### src/rtl/coin_tally.sv
// Coin pickup tally: counts each coin's Collision_Enable fall once per level
// in BCD, pulses Life_Up on the 99->00 wrap and drives a rising pop sprite.
// Optional score accumulator enabled by defining COIN_TALLY_SCORE_EN.
module coin_tally #(
    parameter int          NUM_COINS  = 8,
    parameter logic [19:0] STEP_DIV   = 20'd500000,
    parameter logic [15:0] POPUP_RISE = 16'd24
) (
    input  logic                   clk,
    input  logic                   rst_n,
    input  logic [NUM_COINS-1:0]   Coin_Enable,
    input  logic [32*NUM_COINS-1:0] Coin_Coordinate,
    input  logic                   Level_Clear,
    output logic [7:0]             Coin_Count,
    output logic                   Life_Up,
    output logic                   Popup_Active,
    output logic [31:0]            Popup_Coordinate,
    output logic [23:0]            Score
);

    localparam int IDX_W = (NUM_COINS > 1) ? $clog2(NUM_COINS) : 1;

    typedef enum logic {
        IDLE = 1'b0,
        RISE = 1'b1
    } pop_state_t;

    logic [NUM_COINS-1:0] prev_en;
    logic [NUM_COINS-1:0] collected;
    logic [NUM_COINS-1:0] pending;
    logic [NUM_COINS-1:0] fall;
    logic [NUM_COINS-1:0] serviced;
    logic [31:0]          cap [NUM_COINS];

    logic                 svc_valid;
    logic [IDX_W-1:0]     svc_idx;
    logic                 do_service;
    logic                 count_is_99;
    logic [7:0]           count_nxt;

    pop_state_t           state, state_nxt;
    logic [31:0]          base, base_nxt;
    logic [15:0]          offset, offset_nxt;
    logic [19:0]          divider, divider_nxt;
    logic [31:0]          coord_nxt;

    // A 0->1 rise is never an event; only a fall of a not-yet-collected coin.
    always_comb begin
        fall = prev_en & ~Coin_Enable & ~collected;
    end

    // Lowest pending index wins: iterate downward so the last hit is the lowest.
    always_comb begin
        svc_valid = 1'b0;
        svc_idx   = '0;
        serviced  = '0;
        for (int i = NUM_COINS - 1; i >= 0; i--) begin
            if (pending[i]) begin
                svc_valid   = 1'b1;
                svc_idx     = IDX_W'(i);
                serviced    = '0;
                serviced[i] = 1'b1;
            end
        end
    end

    assign do_service  = svc_valid & ~Level_Clear;
    assign count_is_99 = (Coin_Count == 8'h99);

    always_comb begin
        count_nxt = Coin_Count;
        if (Coin_Count[3:0] == 4'd9) begin
            count_nxt[3:0] = 4'd0;
            count_nxt[7:4] = (Coin_Count[7:4] == 4'd9) ? 4'd0 : Coin_Count[7:4] + 4'd1;
        end else begin
            count_nxt[3:0] = Coin_Count[3:0] + 4'd1;
        end
    end

    always_ff @(posedge clk or negedge rst_n) begin
        if (!rst_n) begin
            prev_en    <= '0;
            collected  <= '0;
            pending    <= '0;
            Coin_Count <= 8'h00;
            Life_Up    <= 1'b0;
            for (int i = 0; i < NUM_COINS; i++) begin
                cap[i] <= 32'd0;
            end
        end else begin
            prev_en <= Coin_Enable;
            if (Level_Clear) begin
                collected <= '0;
                pending   <= '0;
                Life_Up   <= 1'b0;
            end else begin
                // A fall landing on the bit being serviced is dropped so it cannot re-count.
                pending   <= (pending & ~serviced) | (fall & ~serviced);
                collected <= collected | serviced;
                Life_Up   <= do_service & count_is_99;
                if (do_service) begin
                    Coin_Count <= count_nxt;
                end
                for (int i = 0; i < NUM_COINS; i++) begin
                    if (fall[i]) begin
                        cap[i] <= Coin_Coordinate[32*i +: 32];
                    end
                end
            end
        end
    end

    // Pop sprite: holds each offset 0..POPUP_RISE for STEP_DIV cycles, then idles.
    always_comb begin
        state_nxt   = state;
        base_nxt    = base;
        offset_nxt  = offset;
        divider_nxt = divider;
        if (Level_Clear) begin
            state_nxt   = IDLE;
            base_nxt    = 32'd0;
            offset_nxt  = 16'd0;
            divider_nxt = 20'd0;
        end else if (do_service) begin
            state_nxt   = RISE;
            base_nxt    = cap[svc_idx];
            offset_nxt  = 16'd0;
            divider_nxt = 20'd0;
        end else if (state == RISE) begin
            if (divider == STEP_DIV - 20'd1) begin
                divider_nxt = 20'd0;
                if (offset == POPUP_RISE) begin
                    state_nxt  = IDLE;
                    offset_nxt = 16'd0;
                end else begin
                    offset_nxt = offset + 16'd1;
                end
            end else begin
                divider_nxt = divider + 20'd1;
            end
        end
        coord_nxt = (state_nxt == RISE) ? {base_nxt[31:16], base_nxt[15:0] - offset_nxt} : 32'd0;
    end

    always_ff @(posedge clk or negedge rst_n) begin
        if (!rst_n) begin
            state            <= IDLE;
            base             <= 32'd0;
            offset           <= 16'd0;
            divider          <= 20'd0;
            Popup_Active     <= 1'b0;
            Popup_Coordinate <= 32'd0;
        end else begin
            state            <= state_nxt;
            base             <= base_nxt;
            offset           <= offset_nxt;
            divider          <= divider_nxt;
            Popup_Active     <= (state_nxt == RISE);
            Popup_Coordinate <= coord_nxt;
        end
    end

`ifdef COIN_TALLY_SCORE_EN
    logic [23:0] score_q;
    logic [24:0] score_sum;

    always_comb begin
        score_sum = {1'b0, score_q} + 25'd200 + (count_is_99 ? 25'd1000 : 25'd0);
    end

    always_ff @(posedge clk or negedge rst_n) begin
        if (!rst_n) begin
            score_q <= 24'd0;
        end else if (do_service) begin
            score_q <= score_sum[24] ? 24'hFFFFFF : score_sum[23:0];
        end
    end

    assign Score = score_q;
`else
    assign Score = 24'd0;
`endif

endmodule

### config.mk
export PLATFORM = sky130hd
export DESIGN_NAME = coin_tally
export DESIGN_NICKNAME = d
export VERILOG_FILES = /design/src/rtl/coin_tally.sv
export SDC_FILE = /design/constraint.sdc
export NUM_CORES = 1
export LEC_CHECK = 0
export CAP_MARGIN = 10
export CORE_UTILIZATION = 25
export DETAILED_ROUTE_END_ITERATION = 12
export GPL_TIMING_DRIVEN = 0
export SLEW_MARGIN = 20
export SYNTH_ARGS = -nofsm -noshare
export SYNTH_HDL_FRONTEND = slang
export SYNTH_SLANG_ARGS = --single-unit
### constraint.sdc
create_clock -name clk -period 5.5 [get_ports clk]
set_input_delay 0.825 -clock clk [delete_from_list [all_inputs] [get_ports clk]]
set_output_delay 0.825 -clock clk [all_outputs]
set_load 0.1 [all_outputs]
==> results.yml <==
placement:
  portBuffers: 308
  place_ws_ns: -0.809
  gp_congestion: 0.886
  post-place-cells: 3035
  dp_hpwl_um: 51500
sta:
  hold_violations: 0
  setup_viol: 0
  fin_skew_ns: 0.0280
  fin_ws_ns: 0.381
  fmaxAchievable_mhz: 195
  finalCriticalPeriod_ns: 5.12
  tightest_slew_ns: 1.17
  slew_headroom_pct: 22.1
  fin_crit_sh_pct: 93.1
  slew_viol_final: 0
global_route:
  antenna_found_initial: 25
  grt_pass1_wl_um: 97600
  overflow: 0
  grt_pass1_vias: 15000
  grt_max_degree: 101
  grt_use_total_pct: 17.7
pwr:
  clock_power_share_pct: 32.5
  swShare_pct: 34.7
  p_sw_mw: 3.36
  total_leakage_power_nw: 10.4
  p_per_area_mw_per_mm2: 396
  pwr-share-comb_pct: 29.1
  p_int_mw: 6.32
  seqPwrFrac_pct: 38.4
  ir_drop_mv: 0.319
synth:
  ys_ff_latch: 390
  synth.avg_cell_area_um2: 10.5
  ys_types: 63
  seq_area_frac_synth_pct: 53.4
  synth_edf_count: 0
  synth_area_mm2: 0.0183
  syn_inst: 1748
  yosysWarnings: 0
  synthArstFlopShare_pct: 100
  ys.flop_type: "dfrtp_1"
floorplan:
  die_x_um: 272
  num_rows: 98
  die_y_um: 272
  io_pins: 333
  dieArea_mm2: 0.0742
  initial_utilization_pct: 25.4
  core_region_area_mm2: 0.0720
routing:
  avgRoutedWirePerCell_um: 21.3
  postRouteAntennaNets: 0
  first_pass_iters: 5
  vias: 14900
  drc: 0
  drtIter0Drc: 1070
  vias_per_cell: 4.77
  wirelength_um: 66600
critical_path:
  required_ns: 5.92
  startpoint_type: "input port"
  crit_type: "input port to flip-flop"
  worst_r2r_path_depth: 20
  cp_data_arrival_time_ns: 5.54
  cp-end-kind: "flip-flop"
  cp_max_fo: 10
clocking:
  htreeDepth: 2
  clkTransAtPathRegs_ns: 0.06
  clock_path_buffers: 3
  root_buffer: "clkbuf_16"
  insertion_delay_ns: 0.59
  cts_tree: "done"
  clock_sinks: 390
  cts_inserted_buffers: 47
outcome:
  outcome: "completed"
finish:
  drive_gt1_share_pct: 19.3
  syn_to_final_growth_pct: 33.7
  nets: 2419
  fill_cells: 7203
  final_util_pct: 34.0
  instances_no_fill: 3132
flow_run:
  drv_cap: 0
min_path:
  hp-class: "input port to asynchronous set/reset pin"
-- state kept, by name, indices dropped and copies added (netlist names) --
name              cells
state                 1
Coin_Count            8
Popup_Coordinate     32
cap                 256
base                 32
prev_en               8
pending               8
Life_Up               1
collected             8
divider              20
offset               16
-- final cells by class --
cell class / instances / area [µm²] / area share, %
antenna: 11 / 27.5 / 0.113
buffer: 123 / 604 / 2.47
clock buffer: 70 / 1360 / 5.57
clock inverter: 17 / 191 / 0.783
inverter: 22 / 82.6 / 0.338
multi-input combinational: 1233 / 8000 / 32.7
sequential: 390 / 9760 / 39.9
tap: 950 / 1190 / 4.86
timing repair buffer: 316 / 3220 / 13.2
-- cells in the final DEF, fill, tap and decap left out, drive strengths merged, types with 5 or more instances in the layout --
cell type	count
dfrtp	390
clkdlybuf4s50	307
nand2	305
mux2	259
nand3	207
clkbuf	154
nor2	117
buf	48
o21ai	44
a21oi	34
a311oi	31
inv	26
conb	24
and2	23
nor3	20
ha	18
and3	15
nand2b	12
diode	11
nand4	11
a21o	11
xor2	9
a31oi	8
clkinv	8
xnor2	7
o21a	7
o31a	7
nor4	6
nor2b	5
o31ai	5
-- layer usage --
metal | GRT usage, % | routed length, µm | vias to the layer above
met4 | 6.49 | 2150 | 24
met3 | 4.23 | 4560 | 132
li1 | - | - | 6853
met2 | 27.9 | 30600 | 521
met5 | 0 | 152 | -
met1 | 23.5 | 29100 | 7407
-- final timing paths --
kind,end,slack [ns],start
max reg2reg,Popup_Coordinate[14],0.39,pending[6]
max in group asynchronous,Popup_Coordinate[8],4.03,rst_n
min,cap[23],0.16,rst_n
min in group clk,collected[6],0.51,collected[6]
max,Popup_Coordinate[14],0.38,Level_Clear
min reg2reg,collected[6],0.51,collected[6]
-- through the flow --
stage               setup TNS [ns]  total power [mW]  cell area [µm²]  hold slack [ns]
global placement          -5233.54              6.49            22600            0.480
CTS                              0              9.74            24400            0.158
floorplan                        0              5.52            18400            0.460
global route              -0.00250              10.1            24400            0.186
detailed placement           -5.68              6.55            22800            0.491
finish                           0              9.67            24400            0.164
-- power groups by stage --
stage | Sequential (mW) | Clock [mW] | Combinational [mW]
final | 3.71 | 3.14 | 2.82
after global routing | 3.77 | 3.33 | 3.02
after CTS | 3.71 | 3.22 | 2.81
after detailed placement | 3.75 | 0 | 2.80
after global placement | 3.74 | 0 | 2.75
after floorplan | 4.15 | 0 | 1.36
-- timing repair --
item,in CTS,in global routing
endpoints found under the hold margin,0,0
gates resized for setup,15,31
hold buffers,0,0
setup endpoints to repair,11,5
pin swaps,0,1
setup buffers,0,2
-- cells in the mapped netlist (5+ instances only) --
cell type	n	share of area (%)
nor4_1	5	0.17
a21o_1	11	0.45
clkbuf_1	82	1.7
a31oi_1	8	0.27
a311oi_1	31	1.5
xor2_1	9	0.43
buf_1	17	0.35
nand3_1	207	5.7
xnor2_1	7	0.34
nor2b_1	5	0.17
ha_1	18	1.2
nand4_1	11	0.38
nor2_1	117	2.4
inv_1	22	0.45
mux2_2	259	16
o21ai_0	42	1.1
dfrtp_1	390	53
and3_1	15	0.51
nor3_1	19	0.52
nand2b_1	12	0.41
o31ai_1	5	0.21
and2_1	23	0.79
o31a_1	7	0.34
buf_4	24	0.99
o21a_1	7	0.29
a21oi_1	33	0.90
nand2_1	305	6.3
-- critical path: stages --
cell and delay (ns):
clkdlybuf4s50_1 0.70, clkbuf_1 0.63, clkbuf_1 0.50, buf_1 0.59, a311oi_4 0.10, ha_1 0.37, a21o_1 0.19, a21o_1 0.19
a21oi_1 0.26, o21ai_0 0.17, a31oi_1 0.28, o21bai_1 0.10, a21oi_1 0.17, xor2_1 0.33, nor2_1 0.10
-- cell families after synthesis --
group / synth area share [%]
simple gates: 18.4
flops: 53.4
mux: 16.1
compound gates: 6.37
buf+inv: 3.62
fa+ha+maj: 1.34
xor+xnor: 0.767
other cells: 0.0205
No activity file was read; power rests on OpenSTA's default activity.
